File: src/rtl/fp_maxmin_reduce_if.sv
// Operand stream and result handshake bundle for fp_maxmin_reduce.
// Operand width is 1+EXP_W+MAN_W; index/count width is IDX_W.
interface fp_maxmin_reduce_if #(
  parameter int EXP_W = 8,
  parameter int MAN_W = 23,
  parameter int IDX_W = 16
);
  localparam int W = 1 + EXP_W + MAN_W;

  logic             i_valid;
  logic             o_ready;
  logic [W-1:0]     i_data;
  logic             i_last;
  logic             i_mode;
  logic             o_res_valid;
  logic             i_res_ready;
  logic [W-1:0]     o_res;
  logic [IDX_W-1:0] o_idx;
  logic [IDX_W-1:0] o_count;
  logic             o_nan_err;

  modport slave (
    input  i_valid, i_data, i_last, i_mode, i_res_ready,
    output o_ready, o_res_valid, o_res, o_idx, o_count, o_nan_err
  );

  modport master (
    output i_valid, i_data, i_last, i_mode, i_res_ready,
    input  o_ready, o_res_valid, o_res, o_idx, o_count, o_nan_err
  );
endinterface

File: src/rtl/fp_maxmin_reduce.sv
// Streaming FP max/min reduction: running extreme, first-occurrence index,
// saturating beat count and sticky NaN flag, returned once per frame.
module fp_maxmin_reduce #(
  parameter int EXP_W = 8,
  parameter int MAN_W = 23,
  parameter int IDX_W = 16
) (
  input  logic               clk,
  input  logic               rstn,
  fp_maxmin_reduce_if.slave  bus
);
  localparam int W = 1 + EXP_W + MAN_W;
  localparam logic [W-1:0] QNAN = {1'b0, {EXP_W{1'b1}}, 1'b1, {(MAN_W-1){1'b0}}};

  typedef enum logic [1:0] {IDLE, ACC, HOLD} state_t;

  state_t           state;
  logic [W-1:0]     acc;
  logic [IDX_W-1:0] idx;
  logic [IDX_W-1:0] cnt;
  logic             nan;
  logic             mode;

  logic             take;
  logic             beat_nan;
  logic             beat_wins;
  logic signed [W:0] key_new;
  logic signed [W:0] key_acc;
  logic [W-1:0]     nxt_acc;
  logic [IDX_W-1:0] nxt_idx;
  logic [IDX_W-1:0] nxt_cnt;
  logic             nxt_nan;

  // Sign-magnitude mapped onto two's complement; -0 and +0 both map to 0.
  function automatic logic signed [W:0] order_key(input logic [W-1:0] v);
    logic signed [W:0] mag;
    mag = {2'b00, v[W-2:0]};
    return v[W-1] ? -mag : mag;
  endfunction

  assign take     = bus.i_valid && bus.o_ready;
  assign beat_nan = (&bus.i_data[W-2 -: EXP_W]) && (|bus.i_data[MAN_W-1:0]);

  always_comb begin
    key_new   = order_key(bus.i_data);
    key_acc   = order_key(acc);
    beat_wins = mode ? (key_new < key_acc) : (key_new > key_acc);
    nxt_acc   = acc;
    nxt_idx   = idx;
    nxt_cnt   = cnt;
    nxt_nan   = nan;
    if (state == IDLE) begin
      nxt_acc = bus.i_data;
      nxt_idx = '0;
      nxt_cnt = {{(IDX_W-1){1'b0}}, 1'b1};
      nxt_nan = beat_nan;
    end else begin
      // cnt is also the index of the incoming beat, pinned once saturated
      nxt_cnt = (cnt == '1) ? cnt : cnt + 1'b1;
      if (!nan) begin
        if (beat_nan) begin
          nxt_nan = 1'b1;
          nxt_idx = cnt;
        end else if (beat_wins) begin
          nxt_acc = bus.i_data;
          nxt_idx = cnt;
        end
      end
    end
  end

  always_ff @(posedge clk or negedge rstn) begin
    if (!rstn) begin
      state           <= IDLE;
      acc             <= '0;
      idx             <= '0;
      cnt             <= '0;
      nan             <= 1'b0;
      mode            <= 1'b0;
      bus.o_ready     <= 1'b0;
      bus.o_res_valid <= 1'b0;
      bus.o_res       <= '0;
      bus.o_idx       <= '0;
      bus.o_count     <= '0;
      bus.o_nan_err   <= 1'b0;
    end else begin
      case (state)
        IDLE, ACC: begin
          bus.o_ready <= 1'b1;
          if (take) begin
            acc <= nxt_acc;
            idx <= nxt_idx;
            cnt <= nxt_cnt;
            nan <= nxt_nan;
            if (state == IDLE) mode <= bus.i_mode;
            if (bus.i_last) begin
              state           <= HOLD;
              bus.o_ready     <= 1'b0;
              bus.o_res_valid <= 1'b1;
              bus.o_res       <= nxt_nan ? QNAN : nxt_acc;
              bus.o_idx       <= nxt_idx;
              bus.o_count     <= nxt_cnt;
              bus.o_nan_err   <= nxt_nan;
            end else begin
              state <= ACC;
            end
          end
        end
        HOLD: begin
          if (bus.i_res_ready) begin
            state           <= IDLE;
            bus.o_res_valid <= 1'b0;
            bus.o_ready     <= 1'b1;
          end
        end
        default: state <= IDLE;
      endcase
    end
  end
endmodule

File: src/flat_wrapper.sv
// flat-port wrapper written by rule: the top's interface ports become plain ports
module fp_maxmin_reduce_flat 
#(
  parameter int EXP_W = 8,
  parameter int MAN_W = 23,
  parameter int IDX_W = 16
)
  (clk, rstn, bus_i_valid, bus_i_data, bus_i_last, bus_i_mode, bus_i_res_ready, bus_o_ready, bus_o_res_valid, bus_o_res, bus_o_idx, bus_o_count, bus_o_nan_err);
  fp_maxmin_reduce_if #(.EXP_W(EXP_W), .MAN_W(MAN_W), .IDX_W(IDX_W)) bus_i ();
  input  logic clk;
  input  logic rstn;
  input wire logic [$bits(bus_i.i_valid)-1:0] bus_i_valid;
  input wire logic [$bits(bus_i.i_data)-1:0] bus_i_data;
  input wire logic [$bits(bus_i.i_last)-1:0] bus_i_last;
  input wire logic [$bits(bus_i.i_mode)-1:0] bus_i_mode;
  input wire logic [$bits(bus_i.i_res_ready)-1:0] bus_i_res_ready;
  output wire logic [$bits(bus_i.o_ready)-1:0] bus_o_ready;
  output wire logic [$bits(bus_i.o_res_valid)-1:0] bus_o_res_valid;
  output wire logic [$bits(bus_i.o_res)-1:0] bus_o_res;
  output wire logic [$bits(bus_i.o_idx)-1:0] bus_o_idx;
  output wire logic [$bits(bus_i.o_count)-1:0] bus_o_count;
  output wire logic [$bits(bus_i.o_nan_err)-1:0] bus_o_nan_err;
  assign bus_i.i_valid = bus_i_valid;
  assign bus_i.i_data = bus_i_data;
  assign bus_i.i_last = bus_i_last;
  assign bus_i.i_mode = bus_i_mode;
  assign bus_i.i_res_ready = bus_i_res_ready;
  assign bus_o_ready = bus_i.o_ready;
  assign bus_o_res_valid = bus_i.o_res_valid;
  assign bus_o_res = bus_i.o_res;
  assign bus_o_idx = bus_i.o_idx;
  assign bus_o_count = bus_i.o_count;
  assign bus_o_nan_err = bus_i.o_nan_err;
  fp_maxmin_reduce #(.EXP_W(EXP_W), .MAN_W(MAN_W), .IDX_W(IDX_W)) u_core (.clk(clk), .rstn(rstn), .bus(bus_i));
endmodule
File: config.mk
export PLATFORM = sky130hd
export DESIGN_NAME = fp_maxmin_reduce_flat
export DESIGN_NICKNAME = d
export VERILOG_FILES = /design/src/rtl/fp_maxmin_reduce_if.sv /design/src/rtl/fp_maxmin_reduce.sv /design/src/flat_wrapper.sv
export SDC_FILE = /design/constraint.sdc
export NUM_CORES = 1
export LEC_CHECK = 0
export CAP_MARGIN = 20
export CORE_UTILIZATION = 39
export CTS_BUF_LIST = sky130_fd_sc_hd__clkbuf_4 sky130_fd_sc_hd__clkbuf_8
export CTS_CLUSTER_SIZE = 20
export DETAILED_ROUTE_END_ITERATION = 10
export PLACE_DENSITY = 0.67
export SYNTH_ARGS = -nofsm -noshare
export SYNTH_HDL_FRONTEND = slang
export SYNTH_SLANG_ARGS = --single-unit
File: constraint.sdc
create_clock -name clk -period 10.85 [get_ports clk]
set_clock_uncertainty 0.05 [all_clocks]
set_input_delay 2.17 -clock clk [delete_from_list [all_inputs] [get_ports clk]]
set_output_delay 2.17 -clock clk [all_outputs]
set_load 0.1 [all_outputs]
Word-level counts from Yosys, hierarchy flattened
Index checks and enable logic that the tools add are counted.

Bits in registers: 135. Bits of input ports: 38. Output and inout bits: 67. Logic and storage cells: 65.

$add $sub $neg: 3. Order comparisons: 2. Equality and inequality tests: 6. Mux-type cells: 29. Reductions and logical operators: 13.

Operators by type and width (number): $mux 32 (5); $mux 16 (6); $mux 33 (2); $neg 31->33 (2); $gt 33x33->1 (1); $lt 33x33->1 (1); $reduce_or 23->1 (1); $add 16x1->16 const B (1); $eq 16x16->1 const B (1); $mux 1 (10); $reduce_and 8->1 (1); $mux 2 (3); $reduce_and 2->1 (3); $reduce_and 3->1 (2); $ne 2x2->1 const B (2); $pmux 1 s2 (2); $pmux 2 s2 (1); $reduce_and 4->1 (1); $eq 2x1->1 const B (1); $eq 2x2->1 const B (1); $logic_and 1x1->1 (2); $logic_not 2->1 (1); $ne 2x1->1 const B (1); $reduce_bool 2->1 (1); $reduce_or 2->1 (1).

Longest topological paths before layout
Depth after elaboration: 9. Gate-level depth with buffers: 21.

Worst setup path before layout
OpenSTA, ideal clock, no wires.

Path type: input to register. From: input bus_i_data[14]. To: register u_core.acc[10]. Data arrival time: 6.918 ns. Setup slack: 3.757 ns. Stages on the path: 19. Buffers on the path: 3. Path through: or4_1 -> nand2b_1 -> or4_1 -> o41a_1 -> a21oi_1 -> nand2_1 -> xor2_1 -> ha_1 -> nand4_1 -> nor4b_1 -> a41o_1 -> nor4b_1 -> o32a_1 -> a2111oi_0 -> buf_2 -> nand2b_1 -> buf_2 -> buf_6 -> mux2_4.

Longest elaborated chain between the ends: 8.

Ends and longest elaborated chain: start, declared (RTL line flat_wrapper.sv:13) `input wire logic [$bits(bus_i.i_data)-1:0] bus_i_data;`; $neg 31->33 (RTL line fp_maxmin_reduce.sv:38) `return v[W-1] ? -mag : mag;`; $mux 33 (RTL line fp_maxmin_reduce.sv:38); $gt 33x33->1 / $lt 33x33->1 (equally long branches) (RTL line fp_maxmin_reduce.sv:47) `beat_wins = mode ? (key_new < key_acc) : (key_new > key_acc);`; $mux 1 (RTL line fp_maxmin_reduce.sv:47); $mux 32 (RTL line fp_maxmin_reduce.sv:64) `end else if (beat_wins) begin`; $mux 32 * (RTL line fp_maxmin_reduce.sv:61) `if (beat_nan) begin`; $mux 32 * (RTL line fp_maxmin_reduce.sv:60) `if (!nan) begin`; $mux 32 * (RTL line fp_maxmin_reduce.sv:52) `if (state == IDLE) begin`; end signal, assigned (RTL line fp_maxmin_reduce.sv:91) `acc <= nxt_acc;`; end, declared (RTL line fp_maxmin_reduce.sv:18) `logic [W-1:0] acc;`.

Mark *: on every way between the ends. The rest lies on a longest branch, timed or not. A chain may end at the register's enable or synchronous reset.

Worst setup path after layout
From: input bus_i_data[0]. To: register u_core.idx[7].

Longest elaborated chain between the ends: 8.

Ends and longest elaborated chain: $neg 31->33 (RTL line fp_maxmin_reduce.sv:38); $mux 33 (RTL line fp_maxmin_reduce.sv:38); $gt 33x33->1 / $lt 33x33->1 (equally long branches) (RTL line fp_maxmin_reduce.sv:47); $mux 1 (RTL line fp_maxmin_reduce.sv:47); $mux 16 (RTL line fp_maxmin_reduce.sv:64); $mux 16 * (RTL line fp_maxmin_reduce.sv:61); $mux 16 * (RTL line fp_maxmin_reduce.sv:60); $mux 16 * (RTL line fp_maxmin_reduce.sv:52); end signal, assigned (RTL line fp_maxmin_reduce.sv:92) `idx <= nxt_idx;`; end, declared (RTL line fp_maxmin_reduce.sv:19) `logic [IDX_W-1:0] idx;`.

Marked as above.

==> impl_metrics.ini <==
[grt]
antenna_violations_before_repair = 0
first_pass_grt_wire_length_mm = 36.91
number_of_global_route_vias_before_repair = 7037
grtUsageTotal_pct = 21.06
grt_max_degree = 75
grt_remaining_overflow = 0

[die]
die_height_um = 149.9
floorplan.die_area_mm2 = 0.02246
initial_utilization_pct = 40.18
boundaryPins = 105
floorplan.die.width_um = 149.9
core_area_mm2 = 0.02122
row_count = 53

[clock_tree]
cts.hold.buffers_added = 0
numCtsBuffers = 17
total_setup_buffers_inserted_after_cts = 0
cts.sink_count = 135
tritoncts = done
ctsRootBufferMaster = sky130_fd_sc_hd__clkbuf_8
cts.htree.levels = 4
clkTransAtPathRegs_ns = 0.08
cts_resized = 0
max-clock-path-buffers = 2
clk-insertion-delay-late_ns = 0.45

[yosys]
yosysSeqAreaShare_pct = 39.62
yosys_register_bits = 135
synthDistinctLibCells = 53
netlist_instances = 899
syn_area_mm2 = 0.008527
yosys_most_used_dff = sky130_fd_sc_hd__dfrtp_1
post_synthesis_net_count = 973
number_of_synthesized_flops_with_an_enable_pin = 0
synth_warn = 0
async_flop_share_pct = 100.0
syn_avg_cell_area_um2 = 9.485

[timing]
timing.final.ws_setup_ns = 2.707
maxSlewHeadroom_pct = 24.69
grt_setup_unrepaired = no
worst-slew-pin-transition_ns = 1.130
timing.hold.ws_ns = 0.4346
layout_min_cycle_time_ns = 8.143
report.final.setup_viol = 0
final.period_utilization_pct = 75.05
timing.fmax_ghz = 0.1228
fin_setup_tns_ns = 0
final_hold_viol_count = 0
final-max-slew-violation-count = 0

[critical_path]
cpMaxStageDelayCell = sky130_fd_sc_hd__or3_1
crit_required_ns = 11.13
setup.worst_path.start_class = input pin
timing.critical_path.to_type = flop
worstSetupPathType = input pin to flop
crit_fanout = 33
worst-endpoint-arrival_ns = 8.42
max_stage_delay_ns = 0.73
ordered_cell_list_for_the_critical_path = clkdlybuf4s50_1, inv_1, ha_1, nor4b_1, nand3_1, or4_1, o41a_1, a21oi_1, nand2_1, xor2_1, ha_1, nand4_1, nor4b_1, nand3_1, o21ai_0, nor3_1, o21a_1, or3_1, buf_16, a221o_1

[layout]
growth_of_design_area_from_synthesis_to_finish_pct = 19.88
mostFrequentLayoutCells = sky130_fd_sc_hd__dfrtp_1, sky130_fd_sc_hd__nand2_1, sky130_fd_sc_hd__clkdlybuf4s50_1
diodes = 0
stdcell_count = 1250
num-nets-final = 1037
layout_commonest_cell = sky130_fd_sc_hd__dfrtp_1
layout-drive-gt1-share_pct = 9.026

[power_and_ir_drop]
vdd_ir_drop_max_mv = 0.1412
power.total_mw = 3.089
power_density_mw_per_mm2 = 302.2
cellLeakagePower_nw = 4.296

[detailed_routing]
wl_mm = 22.97
drc = 0
wire_per_inst_um = 18.38
drt_iter0_markers = 503
routed-via-count = 7240
dr.pass1.iters = 5
via_per_instance_ratio = 5.792
detail-route-antenna-nets = 0

[placement]
portBuffers = 104
dp_slack_ns = 2.093
place_inst = 1216
dp_hpwl_mm = 15.08
gp_congestion = 0.8764

[flow_run]
max-cap-violations = 0

[run_status]
outcome = finished, final reports clean

[worst_hold_path]
worst_hold_path_type = flop to flop
[routing by layer]
metal	global-route usage, %	wire length, um
met5	0	0
met4	6.414	360
met3	4.055	1209
met2	34.95	11050
met1	27.62	10350
[sequential cells by signal, summed over array words and instances, names as in the netlist]
register	cells
u_core.acc	32
u_core.bus.o_res	32
u_core.bus.o_count	16
u_core.bus.o_idx	16
u_core.cnt	16
u_core.idx	16
u_core.state	2
u_core.bus.o_nan_err	1
u_core.bus.o_ready	1
u_core.bus.o_res_valid	1
u_core.mode	1
u_core.nan	1
[worst max-delay path: cells and delay by family]
kind | cells | cell delay, ns
and+or+nand+nor | 9 | 2.89
AOI/OAI and AO/OA | 5 | 1.76
buffers and inverters | 3 | 0.86
adders and majority gates | 2 | 0.55
xor gates and xnor gates | 1 | 0.16
[final cells by class]
class                   count  area, um2
clock buffers              19      255.2
clock inverters            12      200.2
fillers                  2011      11000
inverters                   7      26.28
multi-input cells         685       4838
flip-flops and latches    135       3378
well taps                 275      344.1
repair buffers            117       1180
[final timing paths]
path / start / end / slack (ns) / cells past startpoint
max: bus_i_data[0] / u_core.idx[7]$_DFFE_PN0P_ / 2.71 / 20
max reg2reg: u_core.acc[14]$_DFFE_PN0P_ / u_core.idx[7]$_DFFE_PN0P_ / 4.13 / 18
max in group asynchronous: rstn / u_core.bus.o_idx[3]$_DFFE_PN0P_ / 7.73 / 2
min in group asynchronous: rstn / u_core.bus.o_res[9]$_DFFE_PN0P_ / 1.63 / 1
min: u_core.bus.o_res[20]$_DFFE_PN0P_ / u_core.bus.o_res[20]$_DFFE_PN0P_ / 0.43 / 2
min reg2reg: u_core.bus.o_res[20]$_DFFE_PN0P_ / u_core.bus.o_res[20]$_DFFE_PN0P_ / 0.43 / 2
[report_power, final]
part / switching (mW) / internal [mW] / leakage, nW / total (mW)
registers: 0.157 / 0.646 / 1.73 / 0.803
clock network: 0.206 / 0.281 / 0.222 / 0.487
logic: 1.18 / 0.621 / 2.35 / 1.80
[per-stage QoR]
stage	instance area, um2	utilization, %
5_1_grt	10220	48.17
4_1_cts	10160	47.88
3_3_place_gp	9704	45.73
3_5_place_dp	9704	45.73
6_report	10220	48.17
2_1_floorplan	8527	-
[cell families (layout without fill, tap and decap cells)]
kind of cell	after synthesis	in the layout	synth area share, %
flops	135	135	39.62
simple gates	303	303	18.39
mux	63	63	9.083
xor+xnor	70	70	7.190
compound gates	213	213	16.57
buf+inv	79	155	3.874
fa+ha+maj	36	36	5.282
[cell usage after synthesis (all sizes together), types with 2 or more instances]
cell type / count / area [um2]
xor2: 34 / 297.8
o311ai: 2 / 17.52
o31ai: 22 / 165.2
or4: 12 / 101.3
buf: 15 / 88.83
mux2: 31 / 454.2
o31a: 2 / 17.52
inv: 7 / 26.28
nand3: 31 / 155.2
or2: 3 / 18.77
a221o: 33 / 330.3
nand2: 110 / 412.9
a31oi: 5 / 31.28
o22a: 2 / 17.52
and4: 3 / 26.28
ha: 36 / 450.4
a21o: 6 / 45.04
nand3b: 2 / 15.01
o41ai: 7 / 61.31
mux2i: 32 / 320.3
nor2: 26 / 97.59
o21ai: 86 / 434.2
or3: 5 / 36.28
dfrtp: 135 / 3378
xnor2: 36 / 315.3
a211oi: 5 / 37.54
o21a: 3 / 22.52
clkbuf: 57 / 215.2
nor3b: 4 / 30.03
nor4b: 6 / 52.55
and2: 18 / 112.6
nand4: 12 / 75.07
nor4: 38 / 237.7
nand2b: 5 / 31.28
nor3: 8 / 40.04
a21oi: 33 / 165.2
and3: 19 / 118.9
(Power assumes the default switching activity.)
==> RTL edit 1 (same settings) <==
Make the reset (`rstn`) synchronous in one clocked block.
--- a/src/rtl/fp_maxmin_reduce.sv
+++ b/src/rtl/fp_maxmin_reduce.sv
@@ -69,7 +69,7 @@
     end
   end
 
-  always_ff @(posedge clk or negedge rstn) begin
+  always_ff @(posedge clk) begin
     if (!rstn) begin
       state           <= IDLE;
       acc             <= '0;
Check against the original RTL: differs if rstn is asserted again (counterexample within 4 cycles, from zero or initial values and one cycle with rstn low); with rstn held inactive, the same outputs for 4 cycles.
==> RTL edit 1 against the original RTL <==
- first-iteration DRC count down 40%
- global-route usage decreased by 1.2 points
- routed wire length fell by 16%
- sequential cell count did not move
- final area fell by 9.6%
- sequential share of layout area fell by 3.8 points
- area after synthesis fell by 10%
- setup slack better by 0.15 ns
- register-to-register slack better by 0.04 ns
- synthesized cell count rose by 1.0%
- highest routed layer unchanged
Power is not compared: it rests on default switching activity, and its combinational part moved more than twofold at a synthesized area within 25%.
==> RTL edit 1: results (changes against the original RTL) <==
[cts]
clk_latency_ns=0.47  ; +0.02 ns
post_cts_buffers=0  ; unchanged
cts_made_buffers=17  ; unchanged
clk_pin_slew_worst_paths_ns=0.09
post_cts_resized=0  ; unchanged
cts_buffer_depth=2  ; unchanged
cts-root-buf=clkbuf_8
htree_levels=4  ; unchanged

[final_layout]
drive_above_1_share=0.05662  ; -0.03363
nets=1050  ; +1.3%
reg_top3=u_core.acc: 32 flops, u_core.bus.o_res: 32 flops
seq_area_mm2=0.002703  ; -20%
diodes=0  ; unchanged
finalNonFillerCells=1249  ; -0.080%
fillerInstances=1844  ; -8.3%

[placement]
dp_worst_setup_slack_ns=2.428  ; +0.3357 ns
dpl_cell_area_mm2=0.008795  ; -9.4%
numPortBuffers=104  ; unchanged
dp_hpwl_um=13480  ; -11%
gp_congestion=0.8680  ; -0.96%

[yosys]
synth_top_flop_cell=dfxtp_1
syn-num-nets=982  ; +0.92%
yosys-top-cells-area=dfxtp_1 (35%), mux2i_1 (11%), nand2_1 (7.9%), ha_1 (5.9%), o21ai_1 (4.8%)
yosysWarnings=0  ; unchanged
synth.distinct_cells=58  ; +9.4%
syn-mean-instance-area_um2=8.428  ; -11%
synth_seq_area_share=0.3532  ; -0.04301
synth_common_cells=nand2_1 (161), dfxtp_1 (135), mux2i_1 (81)
async_reset_ff_frac=0  ; -1.000

[sta]
holdWs_ns=0.3976  ; -0.03696 ns
worst_pin_slew_ns=1.309  ; +0.1795 ns
fin_crit_sh=0.7364  ; -0.01415

[grt]
grt_max_degree=85  ; +13%
grt_pass1_wl_um=31930  ; -13%
grt_antenna_before_repair=0  ; unchanged
grt_pass1_vias=6249  ; -11%
grtUsageTotal=0.1990  ; -0.01157

[die]
num_rows=50  ; -5.7%

[pwr]
p_clk_frac=0.361
pg_comb_uw=257
leakagePower_nw=3.273
powerDensity_mw_per_mm2=132.3
p_int_uw=821.3
ir_worst_vdd_uv=82.63

[route]
drt_iter0_drc=302  ; -40%
finalWirelength_um=19270  ; -16%
num_vias=6605  ; -8.8%
drt_pass1_iterations=5  ; unchanged

[setup_path]
r2r_slack_ns=4.17  ; +0.04 ns
arrival_ns=8.34  ; -0.08 ns
path_max_fanout=18  ; -45%

[min_path]
holdCritPathClass=flip-flop to flip-flop

[status]
status=finished clean

## RTL edit 1: path summary, 6_finish.rpt
kind / start / end / cells past startpoint
hold reg to reg: u_core.bus.o_count[3] / u_core.bus.o_count[3] / 2
hold / removal: u_core.bus.o_count[3] / u_core.bus.o_count[3] / 2
setup / recovery: bus_i_data[2] / u_core.idx[1] / 17
setup reg to reg: u_core.acc[0] / u_core.idx[1] / 16
## RTL edit 1: kinds of logic (layout without fill, tap and decap cells)
group                      Yosys count  count (layout)  synth area share
AOI/OAI and AO/OA                  218             218            0.1805
xor gates and xnor gates            68              68           0.07783
adders and majority gates           36              36           0.05886
buffers and inverters               76             157           0.04513
DFF                                135             135            0.3532
muxes                               81              81            0.1060
and+or+nand+nor                    294             294            0.1786
## RTL edit 1: routing by layer
metal | track usage | vias to the layer above | wire length (µm)
li1 | - | 3369 | -
met1 | 0.2605 | 3078 | 9168
met2 | 0.3235 | 135 | 8906
met3 | 0.03903 | 23 | 857
met4 | 0.07244 | 0 | 335
met5 | 0 | - | 0
## RTL edit 1: final cells by class
| class | instances | share of cell area |
|---|---|---|
| multi-input combinational | 697 | 0.5011 |
| tap | 260 | 0.03519 |
| sequential | 135 | 0.2923 |
| clock buffer | 19 | 0.02693 |
| inverter | 14 | 0.005684 |
| clock inverter | 13 | 0.01719 |
| timing repair buffer | 111 | 0.1215 |
## RTL edit 1: worst max-delay path, cell delays in order
cell and delay, ns:
clkdlybuf4s50_1 0.51, nor3_1 0.37, nand3_1 0.18, or4_1 0.45, or4_1 0.52, nor2_1 0.17
nand3_1 0.18, o31ai_1 0.29, xnor2_1 0.11, ha_1 0.29, nand4_1 0.10, or4_1 0.55
a31o_1 0.22, a21o_1 0.19, a221oi_4 1.11, and3_1 0.68, a22o_1 0.24
==> RTL edit 2 (same settings) <==
Made on the original files. `MAN_W` is set to 23 in 3 places; all go to 46.
--- a/src/rtl/fp_maxmin_reduce_if.sv
+++ b/src/rtl/fp_maxmin_reduce_if.sv
@@ -2,7 +2,7 @@
 // Operand width is 1+EXP_W+MAN_W; index/count width is IDX_W.
 interface fp_maxmin_reduce_if #(
   parameter int EXP_W = 8,
-  parameter int MAN_W = 23,
+  parameter int MAN_W = 46,
   parameter int IDX_W = 16
 );
   localparam int W = 1 + EXP_W + MAN_W;
--- a/src/rtl/fp_maxmin_reduce.sv
+++ b/src/rtl/fp_maxmin_reduce.sv
@@ -2,7 +2,7 @@
 // saturating beat count and sticky NaN flag, returned once per frame.
 module fp_maxmin_reduce #(
   parameter int EXP_W = 8,
-  parameter int MAN_W = 23,
+  parameter int MAN_W = 46,
   parameter int IDX_W = 16
 ) (
   input  logic               clk,
--- a/src/flat_wrapper.sv
+++ b/src/flat_wrapper.sv
@@ -2,7 +2,7 @@
 module fp_maxmin_reduce_flat 
 #(
   parameter int EXP_W = 8,
-  parameter int MAN_W = 23,
+  parameter int MAN_W = 46,
   parameter int IDX_W = 16
 )
   (clk, rstn, bus_i_valid, bus_i_data, bus_i_last, bus_i_mode, bus_i_res_ready, bus_o_ready, bus_o_res_valid, bus_o_res, bus_o_idx, bus_o_count, bus_o_nan_err);
Interface: changed (resized bus_i_data and bus_o_res); port bits go from 105 to 151. No check against the original RTL was run, so the function may have changed too.
==> RTL edit 2 against the original RTL <==
- setup slack got worse by 1.2 ns
- sequential power is 44% higher
- sequential cell count grew 46
- register-to-register slack worse by 0.81 ns
- synthesized cell count rose by 43%
- area after synthesis increased by 39%
- final area is 38% higher
- routed wire length grew 45%
- power is 37% higher
- largest power group unchanged
==> RTL edit 2: results (changes against the original RTL) <==
[yosys]
async_reset_ff_frac=1.000  ; unchanged
synth.distinct_cells=58  ; +9.4%
yosys-top-cells-area=dfrtp_1 (38%), ha_1 (6.2%), nand2_1 (6.0%), mux2_2 (4.6%), xnor2_1 (4.4%)
syn-num-nets=1402  ; +44%
synth_common_cells=nand2_1 (189), dfrtp_1 (181), clkbuf_1 (87)
synth_seq_area_share=0.3817  ; -0.01449
yosysWarnings=0  ; unchanged

[setup_path]
r2r_slack_ns=3.32  ; -0.81 ns
ff2ff_path_depth=21  ; +3
r2r-end=u_core.acc[17]
rr_startpoint=u_core.acc[13]
path_max_fanout=55  ; +67%
arrival_ns=9.63  ; +1.21 ns

[final_layout]
nets=1483  ; +43%
reg_top3=u_core.acc: 55 flops, u_core.bus.o_res: 55 flops
drive_above_1_share=0.08721  ; -0.003047

[grt]
grt_antenna_before_repair=1  ; +1
grtUsageTotal=0.2188  ; +0.008255
grt_max_degree=98  ; +31%
grt_pass1_vias=10100  ; +44%
grt_pass1_wl_um=54740  ; +48%

[sta]
holdWs_ns=0.4483  ; +0.01374 ns
relSlewSlack=0.2861  ; +0.03919

[cts]
clk_latency_ns=0.49  ; +0.04 ns
clk_pin_slew_worst_paths_ns=0.11  ; +0.03 ns

[route]
finalWirelength_um=33270  ; +45%
via_per_inst=5.948  ; +2.7%
drt_iter0_drc=660  ; +31%

[placement]
numPortBuffers=150  ; +44%
gp_congestion=0.8562  ; -2.3%
dp_hpwl_um=22950  ; +52%

[status]
status=finished clean

[min_path]
worstHoldPathCells=2  ; unchanged
min_from=u_core.bus.o_count[9]
min_to=u_core.bus.o_count[9]

[pwr]
leakagePower_nw=5.467  ; +27%
ir_worst_vdd_uv=223.0  ; +58%

[RTL edit 2: cell types whose count changed after synthesis, moves of 31 or more]
| cell | before | now |
|---|---|---|
| a221o_1 | 33 | 0 |
| mux2_2 | 3 | 49 |
| clkbuf_1 | 56 | 87 |
| dfrtp_1 | 135 | 181 |
| o211ai_1 | 0 | 61 |
| nand2_1 | 110 | 189 |
| o311ai_0 | 2 | 46 |
[RTL edit 2: cell type report]
class,instances,area share
timing repair buffer,165,0.1193
sequential,181,0.3212
multi-input combinational,986,0.4907
clock inverter,15,0.01437
tap,390,0.03460
clock buffer,17,0.01659
inverter,12,0.003194
[RTL edit 2: logic make-up (layout without fill, tap and decap cells)]
kind of cell	after synthesis	after routing	synth area share
AO/OA/AOI/OAI	353	353	0.2154
XOR/XNOR	114	114	0.08414
adder cells (fa/ha/maj)	59	59	0.06221
buffers and inverters	115	209	0.03733
flip-flops	181	181	0.3817
multiplexers	60	60	0.05652
AND/OR/NAND/NOR	400	400	0.1627
[RTL edit 2: routing by layer]
metal  wire (µm)  GRT usage  vias up
li1            -          -     4966
met1       14840     0.2945     5184
met2       16360     0.3671      317
met3        1611    0.03316       35
met4         455    0.05388        2
met5          14          0        -
[RTL edit 2: worst max-delay path by stage]
stage	slack, ns	to	cells after the start	from
finish	1.55	u_core.acc[17]	22	bus_i_data[3]
floorplan	2.81	u_core.acc[51]	20	bus_i_data[3]
CTS	1.33	u_core.bus.o_res[4]	20	bus_i_data[3]
detailed placement	0.77	u_core.bus.o_res[15]	20	bus_i_data[3]
global placement	1.07	u_core.bus.o_res[32]	19	bus_i_data[32]
global route	1.14	u_core.acc[29]	21	bus_i_data[29]
[RTL edit 2: per-stage QoR]
stage / utilization / area, µm² / instances
3_5_place_dp: 0.4552 / 13560 / 1730
2_1_floorplan: - / 11870 / 1282
5_1_grt: 0.4733 / 14100 / 1766
4_1_cts: 0.4699 / 14000 / 1762
3_3_place_gp: 0.4552 / 13560 / 1730
6_report: 0.4733 / 14100 / 1766
[RTL edit 2: where the power goes]
part           switching [mW]  leakage [nW]  internal [mW]
clock network           0.314         0.210          0.182
logic                    1.75          2.97          0.820
registers               0.265          2.28          0.899
total                    2.33          5.47           1.90
[RTL edit 2: critical path: stages]
cell and delay, ns:
clkdlybuf4s50_1 0.49, or3_1 0.48, or3_1 0.39, nor2_1 0.32, nand2_2 0.19, or3_1 0.37, or4_1 0.46, or4_1 0.51
o41ai_1 0.33, xnor2_1 0.17, ha_1 0.26, nand4_1 0.14, inv_1 0.05, a221oi_1 0.27, o22ai_1 0.11, or3b_1 0.42
or2_2 0.35, mux2_2 0.53, buf_16 0.27, o31ai_4 0.21, buf_4 0.62, mux2_2 0.42
